**src/rtl/power_management_controller.sv**
```systemverilog
// power_management_controller
//   Per-domain clock power-down / wake-up sequencer for the RT-Core (bit 0),
//   GP-Core (bit 1) and peripheral (bit 2) domains. Each domain runs an
//   independent ACTIVE -> REQ -> GATED -> WAKE FSM in the always-on clock.
// Ports:
//   clk_periph_25mhz, rst_n_periph : clock, synchronous active-low reset
//   clocks_stable                  : low holds every domain in ACTIVE
//   sleep_cmd, wake_cmd            : single-cycle software requests [2:0]
//   wake_event, auto_en, idle      : per-domain levels [2:0]
//   sleep_ack                      : domain quiesce acknowledge [2:0]
//   status_clear                   : clears sticky timeout flags
//   sleep_req, domain_ready        : per-domain handshake / ready [2:0]
//   power_down_rt/gp/periph        : to the clock management unit
//   timeout_flag                   : sticky ack-timeout flags [2:0]
//   pm_state                       : 2-bit state per domain, [2d+1:2d]

module pmc_domain #(
  parameter int ACK_TIMEOUT = 255,
  parameter int WAKE_CYCLES = 16,
  parameter int IDLE_CYCLES = 1024
) (
  input  logic       clk_i,
  input  logic       rst_ni,
  input  logic       clocks_stable_i,
  input  logic       sleep_cmd_i,
  input  logic       wake_cmd_i,
  input  logic       wake_event_i,
  input  logic       auto_en_i,
  input  logic       idle_i,
  input  logic       sleep_ack_i,
  input  logic       status_clear_i,
  output logic       sleep_req_o,
  output logic       power_down_o,
  output logic       domain_ready_o,
  output logic       timeout_flag_o,
  output logic [1:0] state_o
);
  typedef enum logic [1:0] {ACTIVE = 2'b00, REQ = 2'b01, GATED = 2'b10, WAKE = 2'b11} state_e;

  localparam int CNT_MAX = (ACK_TIMEOUT > WAKE_CYCLES) ? ACK_TIMEOUT : WAKE_CYCLES;
  localparam int CW      = (CNT_MAX > 1) ? $clog2(CNT_MAX) : 1;
  localparam int IW      = $clog2(IDLE_CYCLES);
  localparam logic [CW-1:0] ACK_LAST  = CW'(ACK_TIMEOUT - 1);
  localparam logic [CW-1:0] WAKE_LAST = CW'(WAKE_CYCLES - 1);
  localparam logic [IW-1:0] IDLE_LAST = IW'(IDLE_CYCLES - 1);

  state_e        state_q, state_d;
  logic [CW-1:0] cnt_q, cnt_d;
  logic [IW-1:0] idle_q, idle_d;
  logic          flag_q, flag_d, set_flag;
  logic          sleep_req_q, power_down_q, ready_q;
  logic          wake, auto_idle;

  assign wake      = wake_cmd_i | wake_event_i;
  assign auto_idle = auto_en_i & idle_i;

  always_comb begin
    state_d  = state_q;
    cnt_d    = cnt_q;
    idle_d   = '0;
    set_flag = 1'b0;
    unique case (state_q)
      ACTIVE: begin
        cnt_d = '0;
        // A pending event vetoes both software and idle-triggered sleep.
        if (auto_idle && !wake_event_i)
          idle_d = (idle_q == '1) ? idle_q : idle_q + IW'(1);
        if (!wake_event_i && (sleep_cmd_i || (auto_idle && idle_q == IDLE_LAST))) begin
          state_d = REQ;
          idle_d  = '0;
        end
      end
      REQ: begin
        if (wake) begin
          state_d = ACTIVE;
          cnt_d   = '0;
        end else if (sleep_ack_i) begin
          state_d = GATED;
          cnt_d   = '0;
        end else if (cnt_q == ACK_LAST) begin
          state_d  = ACTIVE;
          cnt_d    = '0;
          set_flag = 1'b1;
        end else begin
          cnt_d = cnt_q + CW'(1);
        end
      end
      GATED: begin
        cnt_d = '0;
        if (wake) state_d = WAKE;
      end
      WAKE: begin
        if (cnt_q == WAKE_LAST) begin
          state_d = ACTIVE;
          cnt_d   = '0;
        end else begin
          cnt_d = cnt_q + CW'(1);
        end
      end
    endcase
    // Unstable clocks: park in ACTIVE, but keep sticky flags.
    if (!clocks_stable_i) begin
      state_d  = ACTIVE;
      cnt_d    = '0;
      idle_d   = '0;
      set_flag = 1'b0;
    end
    flag_d = set_flag ? 1'b1 : (status_clear_i ? 1'b0 : flag_q);
  end

  // Outputs decode the next state so they move together with pm_state.
  always_ff @(posedge clk_i) begin
    if (!rst_ni) begin
      state_q      <= ACTIVE;
      cnt_q        <= '0;
      idle_q       <= '0;
      flag_q       <= 1'b0;
      sleep_req_q  <= 1'b0;
      power_down_q <= 1'b0;
      ready_q      <= 1'b0;
    end else begin
      state_q      <= state_d;
      cnt_q        <= cnt_d;
      idle_q       <= idle_d;
      flag_q       <= flag_d;
      sleep_req_q  <= (state_d == REQ);
      power_down_q <= (state_d == GATED);
      ready_q      <= (state_d == ACTIVE) && clocks_stable_i;
    end
  end

  assign sleep_req_o    = sleep_req_q;
  assign power_down_o   = power_down_q;
  assign domain_ready_o = ready_q;
  assign timeout_flag_o = flag_q;
  assign state_o        = state_q;
endmodule

module power_management_controller #(
  parameter int ACK_TIMEOUT = 255,
  parameter int WAKE_CYCLES = 16,
  parameter int IDLE_CYCLES = 1024
) (
  input  logic       clk_periph_25mhz,
  input  logic       rst_n_periph,
  input  logic       clocks_stable,
  input  logic [2:0] sleep_cmd,
  input  logic [2:0] wake_cmd,
  input  logic [2:0] wake_event,
  input  logic [2:0] auto_en,
  input  logic [2:0] idle,
  input  logic [2:0] sleep_ack,
  input  logic       status_clear,
  output logic [2:0] sleep_req,
  output logic       power_down_rt,
  output logic       power_down_gp,
  output logic       power_down_periph,
  output logic [2:0] domain_ready,
  output logic [2:0] timeout_flag,
  output logic [5:0] pm_state
);
  localparam int NUM_DOM = 3;

  logic [NUM_DOM-1:0] pd;

  for (genvar g = 0; g < NUM_DOM; g++) begin : g_dom
    pmc_domain #(
      .ACK_TIMEOUT(ACK_TIMEOUT),
      .WAKE_CYCLES(WAKE_CYCLES),
      .IDLE_CYCLES(IDLE_CYCLES)
    ) u_dom (
      .clk_i          (clk_periph_25mhz),
      .rst_ni         (rst_n_periph),
      .clocks_stable_i(clocks_stable),
      .sleep_cmd_i    (sleep_cmd[g]),
      .wake_cmd_i     (wake_cmd[g]),
      .wake_event_i   (wake_event[g]),
      .auto_en_i      (auto_en[g]),
      .idle_i         (idle[g]),
      .sleep_ack_i    (sleep_ack[g]),
      .status_clear_i (status_clear),
      .sleep_req_o    (sleep_req[g]),
      .power_down_o   (pd[g]),
      .domain_ready_o (domain_ready[g]),
      .timeout_flag_o (timeout_flag[g]),
      .state_o        (pm_state[2*g +: 2])
    );
  end

  assign power_down_rt     = pd[0];
  assign power_down_gp     = pd[1];
  assign power_down_periph = pd[2];
endmodule

```
**config.mk**
```make
export PLATFORM = sky130hd
export DESIGN_NAME = power_management_controller
export DESIGN_NICKNAME = d
export VERILOG_FILES = /design/src/rtl/power_management_controller.sv
export SDC_FILE = /design/constraint.sdc
export NUM_CORES = 1
export LEC_CHECK = 0
export ABC_AREA = 1
export ABC_CLOCK_PERIOD_IN_PS = 1590
export BUFFER_PORTS_ARGS = -buffer_cell sky130_fd_sc_hd__buf_2
export CORE_AREA = 5 5 103 81
export DETAILED_ROUTE_END_ITERATION = 12
export DIE_AREA = 0 0 108 86
export PLACE_DENSITY_LB_ADDON = 0.25
export SYNTH_ARGS = -nofsm -noshare
export SYNTH_HDL_FRONTEND = slang
export SYNTH_HIERARCHICAL = 1
export SYNTH_SLANG_ARGS = --single-unit
```
**constraint.sdc**
```tcl
create_clock -name clk_periph_25mhz -period 1.59 [get_ports clk_periph_25mhz]
set_clock_uncertainty 0.1 [all_clocks]
set_input_delay 0.318 -clock clk_periph_25mhz [delete_from_list [all_inputs] [get_ports clk_periph_25mhz]]
set_output_delay 0.318 -clock clk_periph_25mhz [all_outputs]
set_load 0.01 [all_outputs]
```
# After elaboration in Yosys (flattened, before gate mapping)
# Index checks and enable logic that the tools add are counted.
# word_totals
ff_bits	72
input_bits	22
output_inout_bits	18
elab_cells	157
# classes
add_sub_neg	6
eq_ne	24
muxes	58
bitwise	14
n_reduce_logical	34
# op_table
op	count
$mux 8	12
$pmux 8 s3	3
$mux 2	21
$add 10x1->10 const B	3
$eq 10x10->1 const B	3
$add 8x1->8 const B	3
$eq 8x4->1 const B	3
$eq 8x8->1 const B	3
$pmux 2 s4	3
$mux 1	19
$eq 2x2->1 const B	9
$reduce_or 5->1	3
$eq 2x1->1 const B	6
$logic_and 1x1->1	12
$logic_not 2->1	6
$not 1->1	8
$reduce_bool 2->1	3
$reduce_or 2->1	3
$and 1x1->1	3
$logic_not 1->1	3
$logic_or 1x1->1	3
$or 1x1->1	3
$reduce_and 2->1	1

# Logic depth before layout (Yosys ltp)
# logic_depth
depth_word	9
depth_mapped	10
depth_no_buf	10

# Cells and area by module
# Netlist, hierarchy kept.
# by_module_without_submodules
mod	n_inst	cells_each	area_each_um2	seq_area_each_um2
pmc_domain at g_dom[0].u_dom ...	2	158	1153.6	480.5
pmc_domain at g_dom[2].u_dom	1	153	1161.1	480.5

# Worst setup path before layout
# OpenSTA, ideal clock, no wires.
# synth_path
path_type	register -> register
startpoint	register g_dom[0].u_dom.idle_q[0]
endpoint	register g_dom[0].u_dom.idle_q[4]
setup_time_ns	0.113
arrival_ns	1.162
required_time_ns	1.377
path_slack_ns	0.215
stages_incl_launch_ff	10
path_buffers	1
period_less_slack_ns	1.375
cell_sequence	dfxtp_1 -> ha_1 -> inv_1 -> nor2_1 -> nand3_2 -> buf_6 -> nand3_1 -> nand2_1 -> nand2_1 -> nor2_1
# synth_between
elab_chain_cells	5
word_cells_on_any_way	6
classes_between	add/sub (1); eq/ne (1); reduce/logical (4)
# synth_lines
item	line	rtl
start, declared	49	logic [IW-1:0] idle_q, idle_d;
start signal, assigned	124	idle_q <= idle_d;
parallel branches: the longest is 5 deep, another holds $add 10x1->10	-	
# Several ways; the timed one is not identified.
# A chain may end at the register's enable or synchronous reset.

# Worst setup path after layout
# layout_path
startpoint	register g_dom[0].u_dom.cnt_q[1]
endpoint	register g_dom[0].u_dom.power_down_q
# layout_between
elab_chain_cells	7
word_cells_on_any_way	9
classes_between	eq/ne (3); mux (6)
# layout_lines
item	line	rtl
start, declared	48	logic [CW-1:0] cnt_q, cnt_d;
start signal, assigned	123	cnt_q <= cnt_d;
$eq 8x8->1	80	end else if (cnt_q == ACK_LAST) begin
$mux 2	80	
$mux 2	77	end else if (sleep_ack_i) begin
$mux 2	74	if (wake) begin
$pmux 2 s4 *	62	unique case (state_q)
$mux 2 *	102	if (!clocks_stable_i) begin
$eq 2x2->1 *	127	power_down_q <= (state_d == GATED);
end signal, assigned	127	
end, declared	51	logic sleep_req_q, power_down_q, ready_q;
# Mark *: on every way between the ends. The rest lies on a longest branch, timed or not.

==> metrics.md <==
| Metric | Value |
|---|---|
| Power density normalized to cell area | 836 nW/um^2 |
| Count leader, synth | nand2_1 |
| Final WL | 7120 um |
| Critical path fanouts, max | 4 |
| Row count | 27 |
| Width of the die | 108 um |
| Via density per instance | 4.79 |
| Number of violations of the max-capacitance limit | 0 |
| Hold violation total from the final report | 0 |
| Endpoint required time on the critical path | 1.77 ns |
| DP Worst Slack | 0.0174 ns |
| Startpoint of the worst register-to-register path | g_dom[0].u_dom/cnt_q[1] |
| Nets in the synthesized netlist | 500 |
| Proportion of netlist area held by the largest area contributor | 41.6% |
| Time the final worst path needs with I/O delays and setup | 1.49 ns |
| Final routed wire length divided by cell count | 11.3 um |
| Dominant cell type by area after synthesis | dfxtp_1 |
| Async SR Flop Fraction | 0% |
| Number of instances in the placed design | 611 |
| Category of cells accounting for the largest share of critical-path delay | simple AND/OR/NAND/NOR gates |
| Portion of total power attributed to sequential cells | 52.9% |
| Status | completed |
| Combined global-route utilization of all metal layers | 16.4% |
| Num CTS Buffers | 9 |
| Clock root buffer master | clkbuf_8 |
| Ordered list of cells on the worst path | ha_1, nand3_1, o21bai_2, nand2_1, nor2_1, nor2_1, nor2_1 |
| Sw frac | 21.1% |
| CTS tree | done |
| Setup violations, final | 0 |
| Worst path arrival time | 1.67 ns |
| Half-perimeter wire length of the detailed placement result | 5260 um |
| Delay of the slowest cell on the worst path | 0.37 ns |
| TritonCTS sink count | 72 |
| Drc violations | 0 |
| Number of ports placed on the die boundary | 40 |
| Psw | 0.726 mW |
| Antenna violations before repair | 0 |
| Clock latency on the worst-skew pair | 0.34 ns |
| Worst Hold Path EP | g_dom[2].u_dom/timeout_flag_o |
| Post-synthesis instance total | 469 |
| Standby leakage power | 1.67 nW |
| RD Place Congestion | 0.838 |
| Worst hold path startpoint | sleep_ack[2] |
| Global-route wire length before repair | 12300 um |
| Flip-flop and latch count after synthesis | 72 |
| Minimum setup slack among reg-to-reg paths | 0.1 ns |
| Number of H-tree levels | 3 |
| Largest cells by area after synthesis | dfxtp_1 42%, nand2_1 11%, nor2_1 9.6% |
| Transition time at the pin with the least slew margin | 0.385 ns |
| Syn. warnings | 6 |
| Via count of the first global-routing pass | 2876 |
| Share of total power in the clock network | 42.8% |
| Slowest stage cell on the critical path | dfxtp_1 |
| Critical path startpoint category | flip-flop |
| Worst Slack Setup Final | 0.0952 ns |
| Number of buffers inserted by hold repair at cts | 0 |
| Starting Density | 48.4% |
| Portion of the post-synthesis area used by sequential elements | 41.6% |
| Post-synthesis average cell area | 7.40 um^2 |
| Clock Tree Buf Depth | 2 |
| Combinational fraction of design power | 4.3% |
| Placeable Area | 7160 um^2 |
| Category of the worst setup path capture point | flip-flop |
| Number of flops mapped to enable cells by yosys | 0 |
| Fraction of layout instances using a drive strength above 1 | 21.7% |
| Die Outline Area | 9290 um^2 |
| Top post-synthesis cells by count | 98 x nand2_1, 89 x nor2_1, 72 x dfxtp_1, 53 x inv_1, 35 x nand3_1 |
| Tightest slew margin relative to the limit | 74.2% |
| Filler-free cell count of the finished design | 631 |
| Die Height | 86 um |
| Via count of the routed design | 3024 |
| Number of iterations in the first detailed-routing pass | 4 |
| Post-CTS clock slew at the launch and capture registers of the worst setup and hold paths | 0.07 ns |
| Area Overhead vs Synth | 18.8% |
| Cell internal power dissipation | 2.72 mW |
| Highest achievable clock rate | 669 MHz |
| Period utilization | 94.0% |
| R2r worst-path depth | 7 |
| Iteration-0 DRC Markers | 140 |
| Number of nets in the layout | 557 |
| Number of buffer and inverter instances along the worst setup path | 0 |
| Count of port buffers added during placement | 39 |
| Post-detailed-route count of antenna-violating nets | 0 |
| Global route total overflow | 0 |
| IR drop worst, VDD | 322 uV |
| Number of max-slew violations in the final report | 0 |
| Antenna diodes | 0 |
| Min-delay worst type | in2reg |
| Worst Setup Path Type | reg2reg |
| Most common cell type on the critical path | nor2_1 |
| Worst Hold Depth | 4 |
| Netlist area before placement | 3470 um^2 |
| Pin count of the biggest net entering global routing | 12 |
| Worst r2r dst | g_dom[0].u_dom/power_down_o |
| Overall power after layout | 3.44 mW |
| Unique masters post-synth | 26 |
| Predominant post-synthesis flop cell | dfxtp_1 |
==> worst max-delay path by stage <==
stage,slack [ns],start,end,cells past startpoint
after floorplan,0.21,g_dom[0].u_dom/idle_q[0],g_dom[0].u_dom/idle_q[4],9
after global placement,0.10,g_dom[2].u_dom/cnt_q[0],g_dom[2].u_dom/sleep_req_o,6
after detailed placement,0.02,g_dom[1].u_dom/idle_q[0],g_dom[1].u_dom/idle_q[4],8
after CTS,0.002,g_dom[1].u_dom/idle_q[0],g_dom[1].u_dom/idle_q[4],8
after global routing,-0.07,g_dom[1].u_dom/cnt_q[1],g_dom[1].u_dom/sleep_req_o,6
final,0.1,g_dom[0].u_dom/cnt_q[1],g_dom[0].u_dom/power_down_o,7
==> kinds of logic after synthesis <==
family	count (synthesis)	share of synthesized area (%)
AO/OA/AOI/OAI	43	7.94
XOR/XNOR	28	7.07
AND/OR/NAND/NOR	260	33.4
adder cells (fa/ha/maj)	9	3.25
buffers and inverters	57	6.82
flip-flops	72	41.6
==> final cells by class <==
class / instances / area (um^2)
clock buffers: 13 / 169
clock inverters: 2 / 37.5
multi-input cells: 340 / 1870
well taps: 101 / 126
flip-flops and latches: 72 / 1450
fillers: 692 / 3040
repair buffers: 49 / 270
inverters: 54 / 203
==> cells in the final DEF, fill, tap and decap left out, drive strengths merged <==
master and instances:
xnor2 12, a31oi 9, xor2 16, clkbuf 13
buf 49, bufinv 1, o21ai 9, ha 9
dfxtp 72, nand2 103, a21oi 19, a211oi 3
clkinvlp 1, nand3b 3, nand3 38, or2 3
nand4 17, o21bai 3, inv 54, nor2 96
==> registers in the layout, indices dropped and copies added, names as in the netlist <==
signal,cells
g_dom.u_dom/power_down_o,3
g_dom.u_dom/state_o,6
g_dom.u_dom/sleep_req_o,3
g_dom.u_dom/timeout_flag_o,3
g_dom.u_dom/cnt_q,24
g_dom.u_dom/domain_ready_o,3
g_dom.u_dom/idle_q,30
==> power by group through the flow <==
stage	Sequential (mW)	Clock, mW	Combinational (mW)
3_5_place_dp	1.86	0	0.141
5_1_grt	1.82	1.61	0.167
4_1_cts	1.82	1.52	0.142
2_1_floorplan	1.87	0	0.0730
3_3_place_gp	1.86	0	0.140
6_report	1.82	1.47	0.148
==> stage by stage <==
stage	hold slack (ns)	util, %	cell area, um^2	TNS (ns)
final	0.170	57.5	4120	0
after CTS	0.152	55.9	4000	0
after global routing	0.176	57.5	4120	-0.186
after floorplan	0.317	-	3470	0
after detailed placement	0.338	53.0	3790	0
after global placement	0.330	53.0	3790	0
==> what timing repair did <==
item                                   in CTS  in global routing
setup endpoints to repair                   0                 52
endpoints found under the hold margin       0                  0
resized for setup                           0                 25
setup buffers                               0                  5
==> worst reg2reg max path: stages (launching register included) <==
cell	delay [ns]
dfxtp_1	0.37
ha_1	0.23
nand3_1	0.14
o21bai_2	0.22
nand2_1	0.12
nor2_1	0.12
nor2_1	0.06
nor2_1	0.08
==> routing by layer <==
metal	GRT usage, %	wire length, um	part of all wire, %
met5	0	0	0
met1	20.3	3360	47
met3	5.04	257	3.6
met4	5.50	72	1.0
met2	27.1	3430	48
Power figures use the tool's default switching activity.
